==> src/rtl/cnn_layer_accel_job_pkg.sv <==
// Shared types and job-descriptor field layout for the quad job controller.
package cnn_layer_accel_job_pkg;

  typedef enum logic [2:0] {
    S_IDLE,
    S_ACCEPT,
    S_CONFIG,
    S_FETCH_REQ,
    S_FETCH_WAIT,
    S_EXEC,
    S_COMPLETE
  } job_state_t;

  localparam int unsigned JOB_PFB_LSB    = 0;
  localparam int unsigned JOB_PFB_W      = 10;
  localparam int unsigned JOB_STRIDE_LSB = 10;
  localparam int unsigned JOB_STRIDE_W   = 7;
  localparam int unsigned JOB_FMT_LSB    = 17;
  localparam int unsigned JOB_FMT_W      = 5;
  localparam int unsigned JOB_PAD_LSB    = 22;
  localparam int unsigned JOB_PAD_W      = 5;
  localparam int unsigned JOB_UPS_LSB    = 27;
  localparam int unsigned JOB_NKERN_LSB  = 28;
  localparam int unsigned JOB_NKERN_W    = 7;
  localparam int unsigned JOB_ROWS_LSB   = 35;
  localparam int unsigned JOB_ROWS_W     = 10;
  localparam int unsigned JOB_COLS_LSB   = 45;
  localparam int unsigned JOB_COLS_W     = 10;
  localparam int unsigned JOB_PIX_LSB    = 55;
  localparam int unsigned JOB_PIX_W      = 12;
  localparam int unsigned JOB_RSVD_LSB   = 67;

  function automatic logic rsvd_violation(input logic [127:0] p);
    return |p[127:JOB_RSVD_LSB];
  endfunction

endpackage

==> src/rtl/cnn_layer_accel_cfg_lane_arb.sv <==
// Config-lane arbiter: lowest-index valid lane wins, per-lane word counters,
// registered one-hot write strobe and word address toward the lane config RAM.
module cnn_layer_accel_cfg_lane_arb
  import cnn_layer_accel_job_pkg::*;
#(
  parameter int unsigned NUM_CFG_LANES = 4,
  parameter int unsigned NUM_CFG_WORDS = 8,
  parameter int unsigned C_CFG_ADDR_W  = 3
) (
  input  logic                     clk_if,
  input  logic                     rst_n,
  input  logic                     clear,
  input  logic                     active,
  input  logic [NUM_CFG_LANES-1:0] config_valid,
  output logic [NUM_CFG_LANES-1:0] config_accept,
  output logic                     transfer,
  output logic                     all_full,
  output logic [NUM_CFG_LANES-1:0] cfg_wr_en,
  output logic [C_CFG_ADDR_W-1:0]  cfg_wr_addr
);

  localparam int unsigned CNT_W = C_CFG_ADDR_W + 1;
  localparam logic [CNT_W-1:0] CNT_FULL = CNT_W'(NUM_CFG_WORDS);

  logic [CNT_W-1:0]         lane_cnt [NUM_CFG_LANES];
  logic [NUM_CFG_LANES-1:0] grant;
  logic [C_CFG_ADDR_W-1:0]  grant_addr;
  logic                     blocked;

  // A lane that is eligible but sits above the winning lane sees accept low,
  // so valid & accept is always exactly the granted lane.
  always_comb begin
    grant         = '0;
    config_accept = '0;
    grant_addr    = '0;
    all_full      = 1'b1;
    blocked       = 1'b0;
    for (int unsigned i = 0; i < NUM_CFG_LANES; i++) begin
      if (lane_cnt[i] != CNT_FULL) all_full = 1'b0;
      if (active && (lane_cnt[i] < CNT_FULL) && !blocked) begin
        config_accept[i] = 1'b1;
        if (config_valid[i]) begin
          grant[i]   = 1'b1;
          grant_addr = lane_cnt[i][C_CFG_ADDR_W-1:0];
          blocked    = 1'b1;
        end
      end
    end
  end

  assign transfer = |grant;

  always_ff @(posedge clk_if or negedge rst_n) begin
    if (!rst_n) begin
      for (int unsigned i = 0; i < NUM_CFG_LANES; i++) lane_cnt[i] <= '0;
      cfg_wr_en   <= '0;
      cfg_wr_addr <= '0;
    end else begin
      cfg_wr_en <= grant;
      if (transfer) cfg_wr_addr <= grant_addr;
      for (int unsigned i = 0; i < NUM_CFG_LANES; i++) begin
        if (clear)         lane_cnt[i] <= '0;
        else if (grant[i]) lane_cnt[i] <= lane_cnt[i] + CNT_W'(1);
      end
    end
  end

endmodule

==> src/rtl/cnn_layer_accel_job_ctrl.sv <==
// Quad-side job/config handshake responder. Optional fetch/exec watchdog is
// compiled in with JOB_CTRL_TIMEOUT_EN.
module cnn_layer_accel_job_ctrl
  import cnn_layer_accel_job_pkg::*;
#(
  parameter int unsigned NUM_CFG_LANES  = 4,
  parameter int unsigned NUM_CFG_WORDS  = 8,
  parameter int unsigned C_CFG_ADDR_W   = 3,
  parameter int unsigned TIMEOUT_CYCLES = 65535
) (
  input  logic                     clk_if,
  input  logic                     rst_n,
  input  logic                     job_start,
  output logic                     job_accept,
  input  logic [127:0]             job_parameters,
  output logic                     job_fetch_request,
  input  logic                     job_fetch_ack,
  input  logic                     job_fetch_complete,
  output logic                     job_complete,
  input  logic                     job_complete_ack,
  input  logic [NUM_CFG_LANES-1:0] config_valid,
  output logic [NUM_CFG_LANES-1:0] config_accept,
  input  logic [127:0]             config_data,
  output logic [NUM_CFG_LANES-1:0] cfg_wr_en,
  output logic [C_CFG_ADDR_W-1:0]  cfg_wr_addr,
  output logic [127:0]             cfg_wr_data,
  output logic [9:0]               pfb_full_count_cfg,
  output logic [6:0]               stride_cfg,
  output logic [4:0]               conv_out_fmt_cfg,
  output logic [4:0]               padding_cfg,
  output logic                     upsample_cfg,
  output logic [6:0]               num_kernels_cfg,
  output logic [9:0]               num_output_rows_cfg,
  output logic [9:0]               num_output_cols_cfg,
  output logic [11:0]              pix_seq_data_full_count_cfg,
  output logic                     exec_start,
  input  logic                     exec_done,
  output logic                     job_error
);

  job_state_t state;
  logic       cfg_transfer;
  logic       cfg_all_full;
  logic       wd_hit;

  cnn_layer_accel_cfg_lane_arb #(
    .NUM_CFG_LANES (NUM_CFG_LANES),
    .NUM_CFG_WORDS (NUM_CFG_WORDS),
    .C_CFG_ADDR_W  (C_CFG_ADDR_W)
  ) u_lane_arb (
    .clk_if        (clk_if),
    .rst_n         (rst_n),
    .clear         (state == S_ACCEPT),
    .active        (state == S_CONFIG),
    .config_valid  (config_valid),
    .config_accept (config_accept),
    .transfer      (cfg_transfer),
    .all_full      (cfg_all_full),
    .cfg_wr_en     (cfg_wr_en),
    .cfg_wr_addr   (cfg_wr_addr)
  );

  always_ff @(posedge clk_if or negedge rst_n) begin
    if (!rst_n) begin
      cfg_wr_data <= '0;
    end else if (cfg_transfer) begin
      cfg_wr_data <= config_data;
    end
  end

`ifdef JOB_CTRL_TIMEOUT_EN
  localparam logic [15:0] WD_LIMIT = 16'(TIMEOUT_CYCLES - 1);

  logic [15:0] wd_cnt;
  job_state_t  wd_state;
  logic        wd_armed;

  // wd_state lags state by one cycle; on the first cycle of a new state the
  // effective count is zero, so wd_cnt is trusted only once they agree.
  assign wd_armed = (state == S_FETCH_WAIT) || (state == S_EXEC);
  assign wd_hit   = wd_armed && (wd_state == state) && (wd_cnt == WD_LIMIT);

  always_ff @(posedge clk_if or negedge rst_n) begin
    if (!rst_n) begin
      wd_cnt   <= '0;
      wd_state <= S_IDLE;
    end else begin
      wd_state <= state;
      if (wd_state != state) wd_cnt <= 16'd1;
      else if (wd_armed)     wd_cnt <= wd_cnt + 16'd1;
    end
  end
`else
  assign wd_hit = 1'b0;
`endif

  always_ff @(posedge clk_if or negedge rst_n) begin
    if (!rst_n) begin
      state                       <= S_IDLE;
      job_accept                  <= 1'b0;
      job_fetch_request           <= 1'b0;
      job_complete                <= 1'b0;
      exec_start                  <= 1'b0;
      job_error                   <= 1'b0;
      pfb_full_count_cfg          <= '0;
      stride_cfg                  <= '0;
      conv_out_fmt_cfg            <= '0;
      padding_cfg                 <= '0;
      upsample_cfg                <= 1'b0;
      num_kernels_cfg             <= '0;
      num_output_rows_cfg         <= '0;
      num_output_cols_cfg         <= '0;
      pix_seq_data_full_count_cfg <= '0;
    end else begin
      job_accept <= 1'b0;
      exec_start <= 1'b0;
      case (state)
        S_IDLE: begin
          if (job_start) begin
            state                       <= S_ACCEPT;
            job_accept                  <= 1'b1;
            job_error                   <= rsvd_violation(job_parameters);
            pfb_full_count_cfg          <= job_parameters[JOB_PFB_LSB    +: JOB_PFB_W];
            stride_cfg                  <= job_parameters[JOB_STRIDE_LSB +: JOB_STRIDE_W];
            conv_out_fmt_cfg            <= job_parameters[JOB_FMT_LSB    +: JOB_FMT_W];
            padding_cfg                 <= job_parameters[JOB_PAD_LSB    +: JOB_PAD_W];
            upsample_cfg                <= job_parameters[JOB_UPS_LSB];
            num_kernels_cfg             <= job_parameters[JOB_NKERN_LSB  +: JOB_NKERN_W];
            num_output_rows_cfg         <= job_parameters[JOB_ROWS_LSB   +: JOB_ROWS_W];
            num_output_cols_cfg         <= job_parameters[JOB_COLS_LSB   +: JOB_COLS_W];
            pix_seq_data_full_count_cfg <= job_parameters[JOB_PIX_LSB    +: JOB_PIX_W];
          end
        end
        S_ACCEPT: begin
          if (NUM_CFG_WORDS == 0) begin
            state             <= S_FETCH_REQ;
            job_fetch_request <= 1'b1;
          end else begin
            state <= S_CONFIG;
          end
        end
        S_CONFIG: begin
          if (cfg_all_full) begin
            state             <= S_FETCH_REQ;
            job_fetch_request <= 1'b1;
          end
        end
        S_FETCH_REQ: begin
          if (job_fetch_ack) begin
            job_fetch_request <= 1'b0;
            // A completion arriving with the ack skips the wait state.
            if (job_fetch_complete) begin
              state      <= S_EXEC;
              exec_start <= 1'b1;
            end else begin
              state <= S_FETCH_WAIT;
            end
          end
        end
        S_FETCH_WAIT: begin
          if (wd_hit) begin
            state        <= S_COMPLETE;
            job_complete <= 1'b1;
            job_error    <= 1'b1;
          end else if (job_fetch_complete) begin
            state      <= S_EXEC;
            exec_start <= 1'b1;
          end
        end
        S_EXEC: begin
          if (wd_hit) begin
            state        <= S_COMPLETE;
            job_complete <= 1'b1;
            job_error    <= 1'b1;
          end else if (exec_done) begin
            state        <= S_COMPLETE;
            job_complete <= 1'b1;
          end
        end
        S_COMPLETE: begin
          if (job_complete_ack) begin
            state        <= S_IDLE;
            job_complete <= 1'b0;
          end
        end
        default: state <= S_IDLE;
      endcase
    end
  end

endmodule

==> config.mk <==
export PLATFORM = sky130hd
export DESIGN_NAME = cnn_layer_accel_job_ctrl
export DESIGN_NICKNAME = d
export VERILOG_FILES = /design/src/rtl/cnn_layer_accel_job_pkg.sv /design/src/rtl/cnn_layer_accel_cfg_lane_arb.sv /design/src/rtl/cnn_layer_accel_job_ctrl.sv
export SDC_FILE = /design/constraint.sdc
export NUM_CORES = 1
export LEC_CHECK = 0
export CAP_MARGIN = 20
export CORE_AREA = 5 5 185 187
export DETAILED_ROUTE_END_ITERATION = 6
export DIE_AREA = 0 0 190 192
export PLACE_DENSITY = 0.64
export SLEW_MARGIN = 5
export SYNTH_ARGS = -nofsm -noshare
export SYNTH_HDL_FRONTEND = slang
export SYNTH_SLANG_ARGS = --single-unit
export TNS_END_PERCENT = 5
==> constraint.sdc <==
create_clock -name clk_if -period 3.1 [get_ports clk_if]
set_input_delay 0.775 -clock clk_if [delete_from_list [all_inputs] [get_ports clk_if]]
set_output_delay 0.775 -clock clk_if [all_outputs]
set_load 0.05 [all_outputs]
Word-level counts from Yosys, hierarchy flattened

Cells that the tools add are included.

Mux-type cells: 55
Equal/unequal tests: 16
Reduce and logical (&&, ||, !) cells: 23
$add $sub $neg: 4
$lt $le $gt $ge: 4

Operator list:

| operator              | number |
|---|---|
| $reduce_or A61 Y1     | 1 |
| $mux W3               | 14 |
| $mux W4               | 8 |
| $mux W1               | 29 |
| $pmux W3 S7           | 1 |
| $add A4 B1 Y4 const B | 4 |
| $lt A4 B4 Y1 const B  | 4 |
| $ne A4 B4 Y1 const B  | 4 |
| $ne A2 B2 Y1 const B  | 6 |
| $reduce_bool A2 Y1    | 6 |
| $eq A3 B3 Y1 const B  | 3 |
| $logic_and A1 B1 Y1   | 7 |
| $eq A3 B2 Y1 const B  | 2 |
| $pmux W1 S2           | 3 |
| $reduce_and A3 Y1     | 2 |
| $reduce_and A6 Y1     | 1 |
| $reduce_or A4 Y1      | 1 |
| $eq A3 B1 Y1 const B  | 1 |
| $logic_not A1 Y1      | 3 |
| $logic_not A3 Y1      | 1 |
| $reduce_and A2 Y1     | 1 |

Register bits: 226

Logic depth before layout (Yosys ltp)

Gate-level depths: netlist (run 1).

Depth in word-level cells: 14
Gate-level depth with buffers: 7
Gate-level depth less buffers: 6

By module

Synthesis (run 1) repeated with hierarchy kept, for this count alone.

Cell total of the unflattened synthesis: 604
Area, all modules: 9,034.9 um^2

By module, submodules not included:

| module                       | cells an instance | area an instance (um^2) | times used |
|---|---|---|---|
| cnn_layer_accel_job_ctrl     | 477               | 7,782.5                 | 1 |
| cnn_layer_accel_cfg_lane_arb | 127               | 1,252.5                 | 1 |

Least setup slack after synthesis (run 1)

Ideal clock, no wire load.

Path kind: input -> output
Start point: input config_valid[0]
End point: output config_accept[3]
Data arrival time: 2,605 ps
Setup slack: -280 ps
Data required time: 2,325 ps
Cell stages on the path: 3
Buffers on the path: 0
Path through: nand2b_1 -> nand2_1 -> nor4_1

Cells in the longest elaborated chain, start to end: 11
Elaborated cells on any way between the ends: 13
Classes of those cells: 7 x mux; 6 x reduce/logical

Ends and longest elaborated chain:

| element               | RTL line                           | source |
|---|---|---|
| start, declared       | cnn_layer_accel_job_ctrl.sv:21     | `input logic [NUM_CFG_LANES-1:0] config_valid,` |
| $mux W1 *             | cnn_layer_accel_cfg_lane_arb.sv:42 | `if (config_valid[i]) begin` |
| $mux W1 *             | cnn_layer_accel_cfg_lane_arb.sv:40 | `if (active && (lane_cnt[i] < CNT_FULL) && !blocked) begin` |
| $logic_not A1 Y1      | cnn_layer_accel_cfg_lane_arb.sv:40 |  |
| $logic_and A1 B1 Y1   | cnn_layer_accel_cfg_lane_arb.sv:40 |  |
| $mux W1 *             | cnn_layer_accel_cfg_lane_arb.sv:40 |  |
| $logic_not A1 Y1      | cnn_layer_accel_cfg_lane_arb.sv:40 |  |
| $logic_and A1 B1 Y1   | cnn_layer_accel_cfg_lane_arb.sv:40 |  |
| $mux W1 *             | cnn_layer_accel_cfg_lane_arb.sv:40 |  |
| $logic_not A1 Y1 *    | cnn_layer_accel_cfg_lane_arb.sv:40 |  |
| $logic_and A1 B1 Y1 * | cnn_layer_accel_cfg_lane_arb.sv:40 |  |
| $mux W1 *             | cnn_layer_accel_cfg_lane_arb.sv:40 |  |
| end, declared         | cnn_layer_accel_job_ctrl.sv:22     | `output logic [NUM_CFG_LANES-1:0] config_accept,` |

Every way passes the cells marked *; elsewhere a longest branch is shown, timed or not.

Final worst setup path (run 1)

Start point: input config_valid[1]
End point: output config_accept[3]

Cells in the longest elaborated chain, start to end: 8
Elaborated cells on any way between the ends: 9
Classes of those cells: 5 x mux; 4 x reduce/logical

Ends and longest elaborated chain:

| element               | RTL line |
|---|---|
| $mux W1 *             | cnn_layer_accel_cfg_lane_arb.sv:42 |
| $mux W1 *             | cnn_layer_accel_cfg_lane_arb.sv:40 |
| $logic_not A1 Y1      | cnn_layer_accel_cfg_lane_arb.sv:40 |
| $logic_and A1 B1 Y1   | cnn_layer_accel_cfg_lane_arb.sv:40 |
| $mux W1 *             | cnn_layer_accel_cfg_lane_arb.sv:40 |
| $logic_not A1 Y1 *    | cnn_layer_accel_cfg_lane_arb.sv:40 |
| $logic_and A1 B1 Y1 * | cnn_layer_accel_cfg_lane_arb.sv:40 |
| $mux W1 *             | cnn_layer_accel_cfg_lane_arb.sv:40 |

Marked as above.

==> summary.txt, run 1 <==
Status
  – Status: completed

Timing
  – Final worst slack: 0.160 ns
  – Final Max Tran Viols: 0
  – RSZ-0062 raised after global routing: false
  – Final setup violation count: 0
  – Tcrit/Tclk final: between 90 and 100%
  – Clk_skew: 0.0126 ns
  – Tmin final: 2.94 ns
  – Worst slew margin: 55.3%
  – Fin. Hold Viols: 0
  – Setup TNS: 0 ns
  – Slew @ Worst Pin: around 0.66 ns
  – Fmax: 0.340 GHz

Synth
  – Synthesized area: approximately 9000 um2
  – Flops & latches, synth: 226
  – Top cells by area, synth: dfrtp_1 63%, mux2_2 13%, mux2_1 11%
  – Synth Flop Type: dfrtp_1
  – Number of distinct library cells after synthesis: 43
  – Post-synth EDFFs: 0
  – Sequential share of the synthesized area: 62.5%
  – Share of the synthesized area in the top cell type: 62.5%
  – Syn nets: 881
  – Avg Cell Area, Syn: 14.9 um2
  – Post-Syn Instances: 606
  – Synthesis Warnings: 0
  – Synth area leader: dfrtp_1
  – Ys async rst share: 100%

Layout
  – Layout Nets: between 1,000 and 1,500
  – Final Util: 47.6%
  – Filler cells: 2,889
  – Commonest non-fill, non-tap cell in the layout: clkdlybuf4s50_1
  – Synth-to-Final Area Change: 70.0%
  – Commonest non-fill, non-tap cells in the layout: 472 x clkdlybuf4s50_1, 226 x dfrtp_1, 108 x mux2_2
  – Multi-input logic area: 3170 um2
  – Fraction of layout cells with a size suffix above 1: 16.2%
  – # diodes: 0
  – Register area: 5660 um2

Floorplan
  – Die Width: 190 um
  – Site row count: 66
  – Die area: 36,500 um2
  – Chip Height: 192 um
  – Core area: 32,300 um2
  – Initial core utilization: 28.0%
  – Boundary pin count: 478

Critical path
  – Cells on worst reg2reg path: 5
  – Crit-path slowest cell: clkdlybuf4s50_1
  – Critical Path, Cell by Cell: clkdlybuf4s50_1 > nor2b_1 > buf_4 > nor4_2 > buf_12
  – Reg-to-Reg Start: u_lane_arb.lane_cnt[15]
  – Critical path capture point type: primary output
  – WS Path Type: in -> out
  – R2r setup slk: around 1.1 ns
  – Crit path buf inv count: 3
  – CP peak stage delay: between 0.4 and 0.5 ns
  – WP data arrival: 2.17 ns
  – Crit-path leading delay family: buffers and inverters
  – RR Endpoint: cfg_wr_data[63]
  – Startpoint type of the worst setup path: primary input
  – Crit-path max FO: 8
  – Worst EP required: 2.32 ns

Drt
  – Max layer used: met5
  – Vias/cell: 4.36
  – DR WL met2: 14,200 um
  – Total Wirelength: 28,400 um
  – Drt drc: 0
  – Detail Route Antenna Nets: 0
  – Wl on met1: 10,800 um
  – 1st-pass router iterations: 4
  – DRT iter0 DRCs: 255
  – Met3 routed WL: between 2000 and 3000 um
  – Avg WL per Cell: 18.2 um
  – Vias: 6,816

GRT
  – Total track usage: 15.1%
  – Initial antenna violation count: 1
  – GR Overflow Total: 0
  – Largest net degree at the start of global routing: 74
  – Vias in the first global route: 7,578
  – First-pass GRT wire length: 43,800 um

Clocking
  – CTS tree: yes
  – CTS clk-pin slew, worst paths: 0.05 ns
  – Clk buf depth: 3
  – CTS HTree Levels: 1
  – CTS Sinks: 226
  – Num CTS Buffers: 27
  – Hold-fix buffers, CTS: 0
  – Clk Latency, worst-skew pair: 0.52 ns
  – CTS resizes: 0
  – CTS root buf: clkbuf_16
  – # Post-CTS Setup Buffers: 0

Power
  – Worst vdd ir: 943 uV
  – Leak pwr: roughly 6.3 nW
  – PwrDens: 1260 nW/um2

Place
  – IO Port Bufs: 477
  – Post-DP HPWL: 21,900 um
  – Dpl ws: 0.138 ns
  – GPL Wtd Cong: 0.814

Flow run
  – MaxCap Viol Count: 0

Worst hold path
  – Hold WC Path Type: in -> async
how the worst max path moves through the flow:
stage	to	cells after the start	start
finish	config_accept[3]	5	config_valid[1]
detailed placement	cfg_wr_data[73]	7	config_valid[1]
floorplan	config_accept[3]	3	config_valid[0]
global route	config_accept[3]	5	state[2]
global placement	config_accept[3]	5	config_valid[1]
CTS	config_accept[3]	5	config_valid[1]
Yosys cell counts, drive strengths merged (2+ instances only):
library cell  instances
nand4                 6
nor2b                 5
nor4                 16
nor3                  6
inv                  13
mux2i                 2
or4                   2
xnor2                 3
a41oi                 4
o21ai                13
mux2                195
xor2                  2
nand3                 9
a21oi                13
and2                  2
a32oi                 2
ha                    8
nand4b                2
dfrtp               226
clkbuf                5
nor2                 19
buf                  22
nand2                12
nand2b                4
layer usage:
layer  vias up  track usage, %
met2       279            26.1
met5         -               0
met1      3328            17.4
met3        39            6.29
met4         2            3.37
li1       3168               -
report_power, final:
group / internal, mW / leakage, nW / total (mW) / switching (mW)
registers: 4.38 / 2.70 / 5.13 / 0.746
logic: 4.19 / 3.15 / 11.1 / 6.90
clock network: 1.95 / 0.431 / 3.15 / 1.20
area by class of cell:
cell class,instances,area share (%)
repair buffers,499,33.0
inverters,13,0.317
well taps,442,3.60
multi-input cells,340,20.6
clock buffers,39,5.01
flip-flops and latches,226,36.8
clock inverters,6,0.684
sequential cells by signal, indices dropped and copies added (netlist names):
| signal | flops |
|---|---|
| job_complete | 1 |
| u_lane_arb.cfg_wr_addr | 3 |
| conv_out_fmt_cfg | 5 |
| upsample_cfg | 1 |
| cfg_wr_data | 128 |
| num_output_rows_cfg | 10 |
| pfb_full_count_cfg | 10 |
| num_output_cols_cfg | 10 |
| job_fetch_request | 1 |
| padding_cfg | 5 |
| u_lane_arb.lane_cnt | 16 |
| stride_cfg | 7 |
| exec_start | 1 |
| state | 3 |
| u_lane_arb.cfg_wr_en | 4 |
| pix_seq_data_full_count_cfg | 12 |
| job_accept | 1 |
| num_kernels_cfg | 7 |
| job_error | 1 |
stage by stage:
stage          instances  hold WS, ns  power, mW  instance area (um2)
5_1_grt             1565        0.253       20.3                15400
6_report            1565        0.225       19.4                15400
3_3_place_gp        1520        0.472       16.3                14500
4_1_cts             1565        0.236       19.7                15400
3_5_place_dp        1520        0.480       16.4                14500
2_1_floorplan        606        0.479       12.3                 9050
logic make-up after synthesis:
group	synth area share [%]
buffers and inverters	2.66
and+or+nand+nor	5.65
muxes	24.5
adders and majority gates	1.11
xor gates and xnor gates	0.484
AOI/OAI and AO/OA	3.06
DFF	62.5
No activity file was read; power rests on OpenSTA's default activity.
==> run 2, diff against run 1 <==
- GPL_TIMING_DRIVEN: default -> 0
- SLEW_MARGIN: 5 -> 40
==> summary.txt, run 2 (synthesis results as in run 1) <==
Timing
  – Final Max Tran Viols: 0
  – Fmax: 0.335 GHz
  – Clk_skew: 0.0128 ns
  – RSZ-0062 raised after global routing: false
  – Tcrit/Tclk final: 96.4%
  – Tmin final: between 2 and 3 ns
  – Slew @ Worst Pin: 0.681 ns
  – Hold WS: 0.188 ns
  – Final setup violation count: 0
  – Fin. Hold Viols: 0
  – Worst slew margin: a little over half

Power
  – Seq pwr share: 26.7%
  – Clock share of power: approximately 16%
  – Logic pwr share: 57.7%
  – Total power draw: 19.2 mW
  – Switch Pwr: 8.90 mW
  – Sw frac: between 40% and 50%
  – PwrDens: 1260 nW/um2
  – Worst vdd ir: 915 uV
  – Internal Power: 10.3 mW
  – Leak pwr: roughly 6.3 nW

Floorplan
  – Core area: around 32,000 um2
  – Boundary pin count: 478
  – Die Width: around 190 um
  – Die area: 36,500 um2
  – Initial core utilization: about 28%
  – Site row count: 66
  – Chip Height: 192 um

Layout
  – Largest register FFs: 128
  – Commonest non-fill, non-tap cells in the layout: 472 x clkdlybuf4s50_1, 226 x dfrtp_1, 108 x mux2_2
  – Commonest non-fill, non-tap cell in the layout: clkdlybuf4s50_1
  – # diodes: 0
  – Reg with most FFs: cfg_wr_data
  – Layout Nets: approximately 1,400
  – Synth-to-Final Area Change: 69.3%
  – Top flop regs: cfg_wr_data (128), u_lane_arb.lane_cnt (16), pix_seq_data_full_count_cfg (12)
  – Fraction of layout cells with a size suffix above 1: between 15 and 20%
  – Design area: 15,300 um2

Place
  – Placed Area: roughly 14,000 um2
  – IO Port Bufs: 477
  – GPL Wtd Cong: 0.812
  – Post-DP HPWL: 22,500 um

Critical path
  – Crit-path leading delay family: buffers and inverters
  – Critical path capture point type: primary output
  – Crit-path max FO: 6
  – Startpoint type of the worst setup path: primary input
  – WS Path Type: in -> out
  – CP peak stage delay: 0.44 ns
  – Critical Path, Cell by Cell: clkdlybuf4s50_1 > nand2b_1 > nand3_2 > nor2_1 > clkdlybuf4s15_2
  – Worst EP required: about 2.3 ns
  – Crit path buf inv count: 2
  – Crit-path slowest cell: clkdlybuf4s50_1
  – WP data arrival: 2.21 ns

Clocking
  – CTS clk-pin slew, worst paths: roughly 0.050 ns
  – CTS HTree Levels: 1
  – Clk Latency, worst-skew pair: 0.53 ns
  – Clk buf depth: 3
  – Num CTS Buffers: 27
  – CTS tree: yes
  – CTS root buf: clkbuf_16
  – CTS Sinks: 226

Drt
  – Drt drc: 0
  – Total Wirelength: 28,900 um
  – 1st-pass router iterations: 4
  – Vias/cell: 4.35
  – Avg WL per Cell: 18.3 um
  – DRT iter0 DRCs: between 100 and 150
  – Vias: around 6,900
  – Detail Route Antenna Nets: 0

Status
  – Status: completed

GRT
  – Vias in the first global route: 7,650
  – GR Overflow Total: 0
  – Largest net degree at the start of global routing: 64
  – Total track usage: 15.1%
  – First-pass GRT wire length: 44,100 um
  – Initial antenna violation count: 1

Worst hold path
  – Hold WC Path Type: in -> async

Flow run
  – MaxCap Viol Count: 0
## run 2: worst paths after layout
path,from,end,slack (ns),cells after the start
worst min register to register,cfg_wr_data[51],cfg_wr_data[51],0.49,1
max in group asynchronous,rst_n,cfg_wr_data[77],1.93,3
worst max-delay path,config_valid[1],config_accept[2],0.11,5
worst min-delay path,rst_n,pix_seq_data_full_count_cfg[0],0.19,1
worst max register to register,state[2],pix_seq_data_full_count_cfg[3],0.82,4
min in group clk_if,cfg_wr_data[51],cfg_wr_data[51],0.49,1
## run 2: worst register-to-register path, cell delays in order (launching register included)
cell	delay [ns]
dfrtp_1	0.41
clkbuf_1	0.24
nor4b_2	0.69
buf_2	0.43
mux2_2	0.39
## run 2: layout make-up
class	instances	area, um2
flip-flops and latches	226	5660
fillers	2885	17000
repair buffers	481	4860
inverters	13	48.8
multi-input cells	340	3160
well taps	442	553
clock buffers	41	768
plain buffers	27	191
clock inverters	5	60.1
## run 2: per-layer routing
metal  routed length [um]  global-route usage (%)  vias up
met2                14300                    26.3      288
met5                   13                       0        -
met3                 2790                    5.98       45
met1                11000                    17.6     3328
met4                  781                    3.59        2
li1                     -                       -     3191
## run 2: through the flow
| step | TNS, ns | cells | worst slack (ns) | utilization (%) |
|---|---|---|---|---|
| after floorplan | 0 | 606 | 0.291 | - |
| after global placement | -2056.24 | 1525 | -9.07 | 44.5 |
| after detailed placement | -10.65 | 1528 | -0.480 | 44.8 |
| after CTS | -0.0457 | 1574 | -0.0457 | 47.4 |
| after global routing | 0 | 1575 | 0.0420 | 47.4 |
| final | 0 | 1575 | 0.112 | 47.4 |
## run 2: what timing repair did
item / CTS / global route
setup buffers: 0 / 1
hold buffers: 0 / 0
gates resized for setup: 15 / 2
endpoints found under the hold margin: 0 / 0
pin swaps: 0 / 1
setup endpoints to repair: 4 / 4
## run 2: power by group through the flow
| stage | clock (mW) | combinational, mW | sequential, mW |
|---|---|---|---|
| 2_1_floorplan | 0 | 2.50 | 9.84 |
| 3_3_place_gp | 0 | 11.1 | 5.14 |
| 3_5_place_dp | 0 | 11.2 | 5.19 |
| 4_1_cts | 3.14 | 11.2 | 5.16 |
| 5_1_grt | 3.25 | 11.6 | 5.34 |
| 6_report | 2.99 | 11.1 | 5.14 |
